==> src/rtl/steer_pkg.sv <==
// rtl/steer_pkg.sv - shared types and constants for the steering-enable controller
// Settle width follows STEER_EN_FAST_SIM_EN (short simulation settle when defined).
package steer_pkg;

  typedef enum logic [1:0] {
    IDLE  = 2'd0,
    WAIT  = 2'd1,
    STEER = 2'd2
  } steer_state_t;

  localparam logic [11:0] MIN_RIDER_WT_DEF = 12'h200;
  localparam logic [11:0] WT_HYST_DEF      = 12'h040;

  localparam int TMR_W_FAST = 15;
  localparam int TMR_W_FULL = 26;

`ifdef STEER_EN_FAST_SIM_EN
  localparam int TMR_W_DEF = TMR_W_FAST;
`else
  localparam int TMR_W_DEF = TMR_W_FULL;
`endif

endpackage

==> src/rtl/steer_en_sm_if.sv <==
// rtl/steer_en_sm_if.sv - load-cell inputs and steering/rider status outputs
interface steer_en_sm_if;

  logic [11:0] lft_ld;
  logic [11:0] rght_ld;
  logic        en_steer;
  logic        rider_off;

  modport master (output lft_ld, output rght_ld, input en_steer, input rider_off);
  modport slave  (input lft_ld, input rght_ld, output en_steer, output rider_off);

endinterface

==> src/rtl/steer_ld_cmp.sv <==
// rtl/steer_ld_cmp.sv - registered weight and balance comparators for the load cells
module steer_ld_cmp #(
  parameter logic [11:0] MIN_RIDER_WT = 12'h200,
  parameter logic [11:0] WT_HYST      = 12'h040
) (
  input  logic        clk,
  input  logic        rst,
  input  logic [11:0] i_lft_ld,
  input  logic [11:0] i_rght_ld,
  output logic        o_sum_gt_min,
  output logic        o_sum_lt_min,
  output logic        o_diff_gt_1_4,
  output logic        o_diff_gt_15_16
);

  localparam logic [11:0] C_OFF_12 = MIN_RIDER_WT - WT_HYST;
  localparam logic [12:0] C_MIN    = {1'b0, MIN_RIDER_WT};
  localparam logic [12:0] C_OFF    = {1'b0, C_OFF_12};

  logic [12:0] w_sum;
  logic [11:0] w_diff;
  logic [12:0] w_diff_x;
  logic [12:0] w_sum_15_16;

  assign w_sum       = {1'b0, i_lft_ld} + {1'b0, i_rght_ld};
  assign w_diff      = (i_lft_ld >= i_rght_ld) ? (i_lft_ld - i_rght_ld) : (i_rght_ld - i_lft_ld);
  assign w_diff_x    = {1'b0, w_diff};
  assign w_sum_15_16 = w_sum - {4'b0, w_sum[12:4]};

  always_ff @(posedge clk or posedge rst) begin
    if (rst) begin
      o_sum_gt_min    <= 1'b0;
      o_sum_lt_min    <= 1'b0;
      o_diff_gt_1_4   <= 1'b0;
      o_diff_gt_15_16 <= 1'b0;
    end else begin
      o_sum_gt_min    <= (w_sum > C_MIN);
      o_sum_lt_min    <= (w_sum < C_OFF);
      o_diff_gt_1_4   <= (w_diff_x > {2'b0, w_sum[12:2]});
      o_diff_gt_15_16 <= (w_diff_x > w_sum_15_16);
    end
  end

endmodule

==> src/rtl/steer_en_sm.sv <==
// rtl/steer_en_sm.sv - rider detection, settle timer and steering-enable state machine
// Settle length chosen by STEER_EN_FAST_SIM_EN through steer_pkg::TMR_W_DEF.
module steer_en_sm
  import steer_pkg::*;
#(
  parameter logic [11:0] MIN_RIDER_WT = MIN_RIDER_WT_DEF,
  parameter logic [11:0] WT_HYST      = WT_HYST_DEF,
  parameter int          TMR_W        = TMR_W_DEF
) (
  input  logic        clk,
  input  logic        rst,
  steer_en_sm_if.slave bus
);

  logic             w_sum_gt_min;
  logic             w_sum_lt_min;
  logic             w_diff_gt_1_4;
  logic             w_diff_gt_15_16;
  logic             w_tmr_full;
  logic [TMR_W-1:0] r_tmr;
  steer_state_t     r_state;
  steer_state_t     w_state_nxt;
  logic             r_en_steer;
  logic             r_rider_off;

  steer_ld_cmp #(
    .MIN_RIDER_WT (MIN_RIDER_WT),
    .WT_HYST      (WT_HYST)
  ) u_cmp (
    .clk             (clk),
    .rst             (rst),
    .i_lft_ld        (bus.lft_ld),
    .i_rght_ld       (bus.rght_ld),
    .o_sum_gt_min    (w_sum_gt_min),
    .o_sum_lt_min    (w_sum_lt_min),
    .o_diff_gt_1_4   (w_diff_gt_1_4),
    .o_diff_gt_15_16 (w_diff_gt_15_16)
  );

  assign w_tmr_full = &r_tmr;

  // Clearing outside WAIT makes every WAIT entry start from zero.
  always_ff @(posedge clk or posedge rst) begin
    if (rst) begin
      r_tmr <= '0;
    end else if ((r_state != WAIT) || w_diff_gt_1_4) begin
      r_tmr <= '0;
    end else begin
      r_tmr <= r_tmr + TMR_W'(1);
    end
  end

  always_comb begin
    w_state_nxt = r_state;
    case (r_state)
      IDLE: begin
        if (w_sum_gt_min) w_state_nxt = WAIT;
      end
      WAIT: begin
        if (w_sum_lt_min)       w_state_nxt = IDLE;
        else if (w_diff_gt_1_4) w_state_nxt = WAIT;
        else if (w_tmr_full)    w_state_nxt = STEER;
      end
      STEER: begin
        if (w_sum_lt_min)         w_state_nxt = IDLE;
        else if (w_diff_gt_15_16) w_state_nxt = WAIT;
      end
      default: w_state_nxt = IDLE;
    endcase
  end

  always_ff @(posedge clk or posedge rst) begin
    if (rst) begin
      r_state     <= IDLE;
      r_en_steer  <= 1'b0;
      r_rider_off <= 1'b1;
    end else begin
      r_state     <= w_state_nxt;
      r_en_steer  <= (w_state_nxt == STEER);
      r_rider_off <= (w_state_nxt == IDLE);
    end
  end

  assign bus.en_steer  = r_en_steer;
  assign bus.rider_off = r_rider_off;

endmodule

==> src/flat_wrapper.sv <==
// flat-port wrapper written by rule: the top's interface ports become plain ports
module steer_en_sm_flat import steer_pkg::*;
#(
  parameter logic [11:0] MIN_RIDER_WT = MIN_RIDER_WT_DEF,
  parameter logic [11:0] WT_HYST      = WT_HYST_DEF,
  parameter int          TMR_W        = TMR_W_DEF
)
  (clk, rst, bus_lft_ld, bus_rght_ld, bus_en_steer, bus_rider_off);
  steer_en_sm_if bus_i ();
  input  logic clk;
  input  logic rst;
  input wire logic [$bits(bus_i.lft_ld)-1:0] bus_lft_ld;
  input wire logic [$bits(bus_i.rght_ld)-1:0] bus_rght_ld;
  output wire logic [$bits(bus_i.en_steer)-1:0] bus_en_steer;
  output wire logic [$bits(bus_i.rider_off)-1:0] bus_rider_off;
  assign bus_i.lft_ld = bus_lft_ld;
  assign bus_i.rght_ld = bus_rght_ld;
  assign bus_en_steer = bus_i.en_steer;
  assign bus_rider_off = bus_i.rider_off;
  steer_en_sm #(.MIN_RIDER_WT(MIN_RIDER_WT), .WT_HYST(WT_HYST), .TMR_W(TMR_W)) u_core (.clk(clk), .rst(rst), .bus(bus_i));
endmodule
==> config.mk <==
export PLATFORM = sky130hd
export DESIGN_NAME = steer_en_sm_flat
export DESIGN_NICKNAME = d
export VERILOG_FILES = /design/src/rtl/steer_pkg.sv /design/src/rtl/steer_en_sm_if.sv /design/src/rtl/steer_ld_cmp.sv /design/src/rtl/steer_en_sm.sv /design/src/flat_wrapper.sv
export SDC_FILE = /design/constraint.sdc
export NUM_CORES = 1
export LEC_CHECK = 0
export BUFFER_PORTS_ARGS = -buffer_cell sky130_fd_sc_hd__buf_2
export CAP_MARGIN = 5
export CORE_MARGIN = 4
export CORE_UTILIZATION = 67
export DETAILED_ROUTE_END_ITERATION = 6
export HOLD_SLACK_MARGIN = 0.02
export PLACE_DENSITY = 0.9
export SYNTH_ARGS = -nofsm -noshare
export SYNTH_HDL_FRONTEND = slang
export SYNTH_HIERARCHICAL = 1
export SYNTH_SLANG_ARGS = --single-unit
==> constraint.sdc <==
create_clock -name clk -period 2.73 [get_ports clk]
set_input_delay 0.4095 -clock clk [delete_from_list [all_inputs] [get_ports clk]]
set_output_delay 0.4095 -clock clk [all_outputs]
set_load 0.05 [all_outputs]
==> results of run 1 <==
## synthesized netlist by cell type (10+ instances only)
master / n
a21o_1: 11
a21oi_1: 39
dfrtp_1: 33
ha_1: 65
inv_1: 59
nand2_1: 37
nand3_1: 21
nand4_1: 15
nor2_1: 28
nor3_1: 16
nor4_1: 10
o21ai_0: 15
or4_1: 11
xnor2_1: 29
## cells by family after synthesis
family	after synthesis	synth area share, %
AOI/OAI and AO/OA	144	22.7
xor gates and xnor gates	43	9.05
adders and majority gates	69	18.7
buffers and inverters	78	6.99
DFF	34	17.8
muxes	12	2.59
and+or+nand+nor	190	22.2
## timing repair
action / in CTS
setup buffers: 12
setup endpoints to repair: 4
gates resized for setup: 35
pin swaps: 33
hold buffers: 1
hold endpoints to repair: 4
## metrics by stage
| step | cells | util (%) | setup slack (ps) | TNS, ps | hold WS [ps] |
|---|---|---|---|---|---|
| detailed placement | 834 | 91.0 | -2030 | -4190 | 322 |
| global placement | 834 | 91.0 | -1670 | -3050 | 299 |
| CTS | 855 | 96.6 | -1370 | -2320 | 531 |
| floorplan | 570 | - | -1580 | -2320 | 176 |
## routing by layer
metal	GRT usage [%]	GRT overflow
met2	88.9	38
met4	72.3	27
met1	61.8	0
met5	0	0
met3	41.0	2
==> flow_summary_export.csv, run 1 <==
group,metric,value,unit
global_route,grt_pass1_vias,7761,
logic_synthesis,synth.yosys.seq_area_share,17.8,%
logic_synthesis,netlist.area_leader.share,17.3,%
global_route,grt_overflow,67,
global_route,grt_start_max_net_pins,31,
run_status,lastStage,"global routing (5_1_grt)",
logic_synthesis,async_reset_ff_share,100,%
global_route,grt_usage,64.9,%
logic_synthesis,synth_edf_count,0,
cts,numClockSinks,34,
logic_synthesis,synth_flop_cell,"dfrtp_1",
cts,clk_path_buf_depth,2,
logic_synthesis,synth-seq-cells,34,
logic_synthesis,netlist-cell-type-count,89,
floorplan,die_x,92.5,um
floorplan,start_util,69.6,%
floorplan,die_h,92.5,um
logic_synthesis,synth_top_cell_by_area,"dfrtp_1",
cts,htreeDepth,2,
placed_design,post-dp-hpwl,13700,um
logic_synthesis,yosys_warnings,6,
logic_synthesis,syn_inst,570,
logic_synthesis,synth_area_leaders,"dfrtp_1 17%, ha_1 17%, xnor2_1 5.3%",
logic_synthesis,synth.cell_area,0.00478,mm^2
run_status,error,"[ERROR GRT-0116] Global routing finished with congestion. Check the congestion regions in the DRC Viewer.",
cts,clockRootBuffer,"clkbuf_8",
logic_synthesis,syn_nets,665,
placed_design,place_congestion,1.03,
cts,cts_inserted_buffers,5,
placed_design,dpl_cell_area,0.00625,mm^2
floorplan,num_io_pins,28,
global_route,grt_pass1_wl,43500,um
floorplan,row_count,30,
run_status,status,"aborted with a tool error",
logic_synthesis,postSynthAreaPerCell,8.39,um^2
placed_design,io_buffers,27,
==> run 2, diff against run 1 <==
--- a/config.mk
+++ b/config.mk
@@ -8,10 +8,9 @@
 export BUFFER_PORTS_ARGS = -buffer_cell sky130_fd_sc_hd__buf_2
 export CAP_MARGIN = 5
 export CORE_MARGIN = 4
-export CORE_UTILIZATION = 67
+export CORE_UTILIZATION = 40
 export DETAILED_ROUTE_END_ITERATION = 6
-export HOLD_SLACK_MARGIN = 0.02
-export PLACE_DENSITY = 0.9
+export PLACE_DENSITY_LB_ADDON = 0.15
 export SYNTH_ARGS = -nofsm -noshare
 export SYNTH_HDL_FRONTEND = slang
 export SYNTH_HIERARCHICAL = 1
==> flow_summary_export.csv, run 2 <==
group,metric,value,unit
sta,holdWs,492,ps
route,routedWlPerCell,15.0,um
logic_synthesis,async_reset_ff_share,100,%
route,drtIter0Drc,248,
placed_design,dp_cells,899,
finish,syn_to_final_growth,47.8,%
route,totalWireLength,13900,um
power_and_ir_drop,p_leak,0.00333,uW
logic_synthesis,postSynthAreaPerCell,8.39,um^2
cts,clk_path_buf_depth,2,
floorplan,die_h,117,um
setup_path,cp_top_family,"compound AO/OA/AOI/OAI gates",
setup_path,worst-path-max-fanout,5,
setup_path,crit_required,2880,ps
floorplan,start_util,41.4,%
sta,tightest_slew,615,ps
flow_run,cap_viol_max_count,0,
route,vias,4968,
global_route,grt_pass1_wl,23400,um
logic_synthesis,synthMostInstantiatedCell,"ha_1",
sta,fin_crit_sh,148,%
floorplan,row_count,39,
floorplan,die_x,117,um
setup_path,cp_slowest_cell,"a221oi_2",
finish,reg_top3,"u_core/r_tmr: 26 flops, u_core/r_state: 2 flops",
sta,finalHoldViolations,0,
cts,htreeDepth,2,
run_status,failed_checks,"setup timing",
run_status,status,"finished with violations",
global_route,grt_pass1_vias,4975,
setup_path,critical_path_class,"in2reg",
cts,numClockSinks,34,
power_and_ir_drop,irDropWorstVdd,0.351,mV
placed_design,io_buffers,27,
setup_path,worstSetupStartpointType,"input pin",
worst_hold_path,min-delay-path-class,"reg2reg",
sta,fmax,247,MHz
route,viasPerCell,5.38,
logic_synthesis,synth_edf_count,0,
finish,drive_gt1_share,42.6,%
logic_synthesis,synth.cell_area,0.00478,mm^2
setup_path,r2r_slack,600,ps
finish,largest-register,"u_core/r_tmr",
global_route,antenna_found_initial,0,
setup_path,crit_chain,"buf_2 -> inv_1 -> ha_4 -> inv_1 -> a221oi_2 -> o32ai_2 -> o31ai_2 -> nand2_1 -> inv_1 -> ha_1 -> inv_1 -> and2_1 -> mux2_2 -> o311a_1 -> a211o_1 -> a21oi_2 -> ha_1 -> nand3_2 -> or2_4 -> o31ai_1 -> a21oi_1",
route,antenna_left,0,
cts,clockRootBuffer,"clkbuf_16",
power_and_ir_drop,p_per_area,547,mW/mm^2
finish,stdcell_count,924,
cts,cts_tree,"built",
sta,setup_violations,2,
cts,clk_pin_slew,50,ps
route,drc,0,
setup_path,cpMostUsedCell,"inv_1",
logic_synthesis,synth_area_leaders,"dfrtp_1 17%, ha_1 17%, xnor2_1 5.3%",
logic_synthesis,yosys_warnings,6,
finish,diodes,0,
sta,finalWorstSetupSlack,-1320,ps
placed_design,post-dp-hpwl,11400,um
cts,insertion_delay,270,ps
floorplan,dieArea,0.0138,mm^2
logic_synthesis,synth_commonest_cells,"65 x ha_1, 59 x inv_1, 39 x a21oi_1",
logic_synthesis,synth-seq-cells,34,
setup_path,crit_buf_inv,5,
logic_synthesis,syn_inst,570,
route,dr.max_layer_used,"met4",
sta,maxSlewHeadroom,58.9,%
route,dr_wl_met3,387,um
global_route,grt_usage,19.9,%
sta,finClkSkew,4.04,ps
setup_path,cp.arrival,4200,ps
route,dr_wl_met2,6570,um
placed_design,place_congestion,0.837,
route,met1_length,6860,um
sta,slew_violations,0,
floorplan,num_io_pins,28,
finish,final_cell_mix,"189 x buf_4, 52 x inv_1, 50 x ha_1",
global_route,grt_overflow,0,
sta,period_minus_slack,4050,ps
floorplan,core-area,0.0116,mm^2
logic_synthesis,synth_top_cell_by_area,"dfrtp_1",
finish,final_common_cell,"buf_4",
cts,cts_inserted_buffers,5,
logic_synthesis,synth.yosys.seq_area_share,17.8,%
logic_synthesis,netlist-cell-type-count,89,
route,firstDrtPassIters,4,
sta,rsz0062_at_grt,"true",
finish,largest_reg_flops,26,
logic_synthesis,synth_flop_cell,"dfrtp_1",
global_route,grt_start_max_net_pins,30,
finish,nNetsFinal,875,
logic_synthesis,syn_nets,665,
setup_path,max_stage_delay,360,ps
logic_synthesis,netlist.area_leader.share,17.3,%
setup_path,cp-end-kind,"flip-flop",
==> run 2: cell counts after synthesis <==
No cell type changed its count.
==> run 2: final timing paths <==
path / end / start / depth (start not counted)
setup / recovery: u_core/u_cmp/o_diff_gt_15_16$_DFF_PP0_ / bus_lft_ld[7] / 21
hold / removal: u_core/r_state[1]$_DFF_PP0_ / u_core/u_cmp/o_sum_lt_min$_DFF_PP0_ / 1
setup reg to reg: u_core/r_tmr[24]$_DFF_PP0_ / u_core/r_tmr[10]$_DFF_PP0_ / 4
hold reg to reg: u_core/r_state[1]$_DFF_PP0_ / u_core/u_cmp/o_sum_lt_min$_DFF_PP0_ / 1
max in group asynchronous: u_core/bus.rider_off$_DFF_PP1_ / rst / 4
min in group asynchronous: u_core/r_state[0]$_DFF_PP0_ / rst / 3
==> run 2: stage by stage <==
| stage | power [uW] | utilization (%) | worst slack [ps] | TNS (ps) | cell area [um^2] |
|---|---|---|---|---|---|
| floorplan | 2070 | - | -1580 | -2320 | 4920 |
| global placement | 3020 | 55.7 | -1720 | -3590 | 6440 |
| detailed placement | 3050 | 55.7 | -1850 | -3720 | 6440 |
| CTS | 3790 | 59.8 | -1290 | -2290 | 6920 |
| global route | 4200 | 61.1 | -1490 | -2430 | 7070 |
| finish | 3870 | 61.1 | -1320 | -2120 | 7070 |
==> run 2: where the power goes <==
group,internal (uW),leakage [uW],total (uW),switching (uW)
Clock,361,0.0000739,548,188
Sequential,550,0.000457,584,33.8
Combinational,1400,0.00280,2730,1340
==> run 2: repair_timing <==
action | CTS | global route
hold buffers | 1 | 0
pin swaps | 36 | 19
endpoints found under the setup margin | 3 | 3
gates resized for setup | 41 | 27
endpoints found under the hold margin | 1 | 0
buffers inserted | 15 | 2
==> run 2: area by class of cell <==
cell class,count,area [um^2]
multi-input combinational,458,4040
clock buffer,7,143
sequential,34,852
fill,1001,4500
inverter,61,231
tap,143,179
timing repair buffer,220,1610
clock inverter,1,5.00
==> run 2: metal layers <==
layer  up-vias  global-route usage, %
li1       2507                      -
met1      2398                   28.4
met2        57                   33.6
met3         6                   2.36
met4         0                   1.61
met5         -                      0
==> run 2: cell families after synthesis <==
logic type	Yosys count	synth area share [%]
flip-flops	34	17.8
XOR/XNOR	43	9.05
adder cells (fa/ha/maj)	69	18.7
multiplexers	12	2.59
buffers and inverters	78	6.99
AND/OR/NAND/NOR	190	22.2
AO/OA/AOI/OAI	144	22.7
No activity file was read; power rests on OpenSTA's default activity.
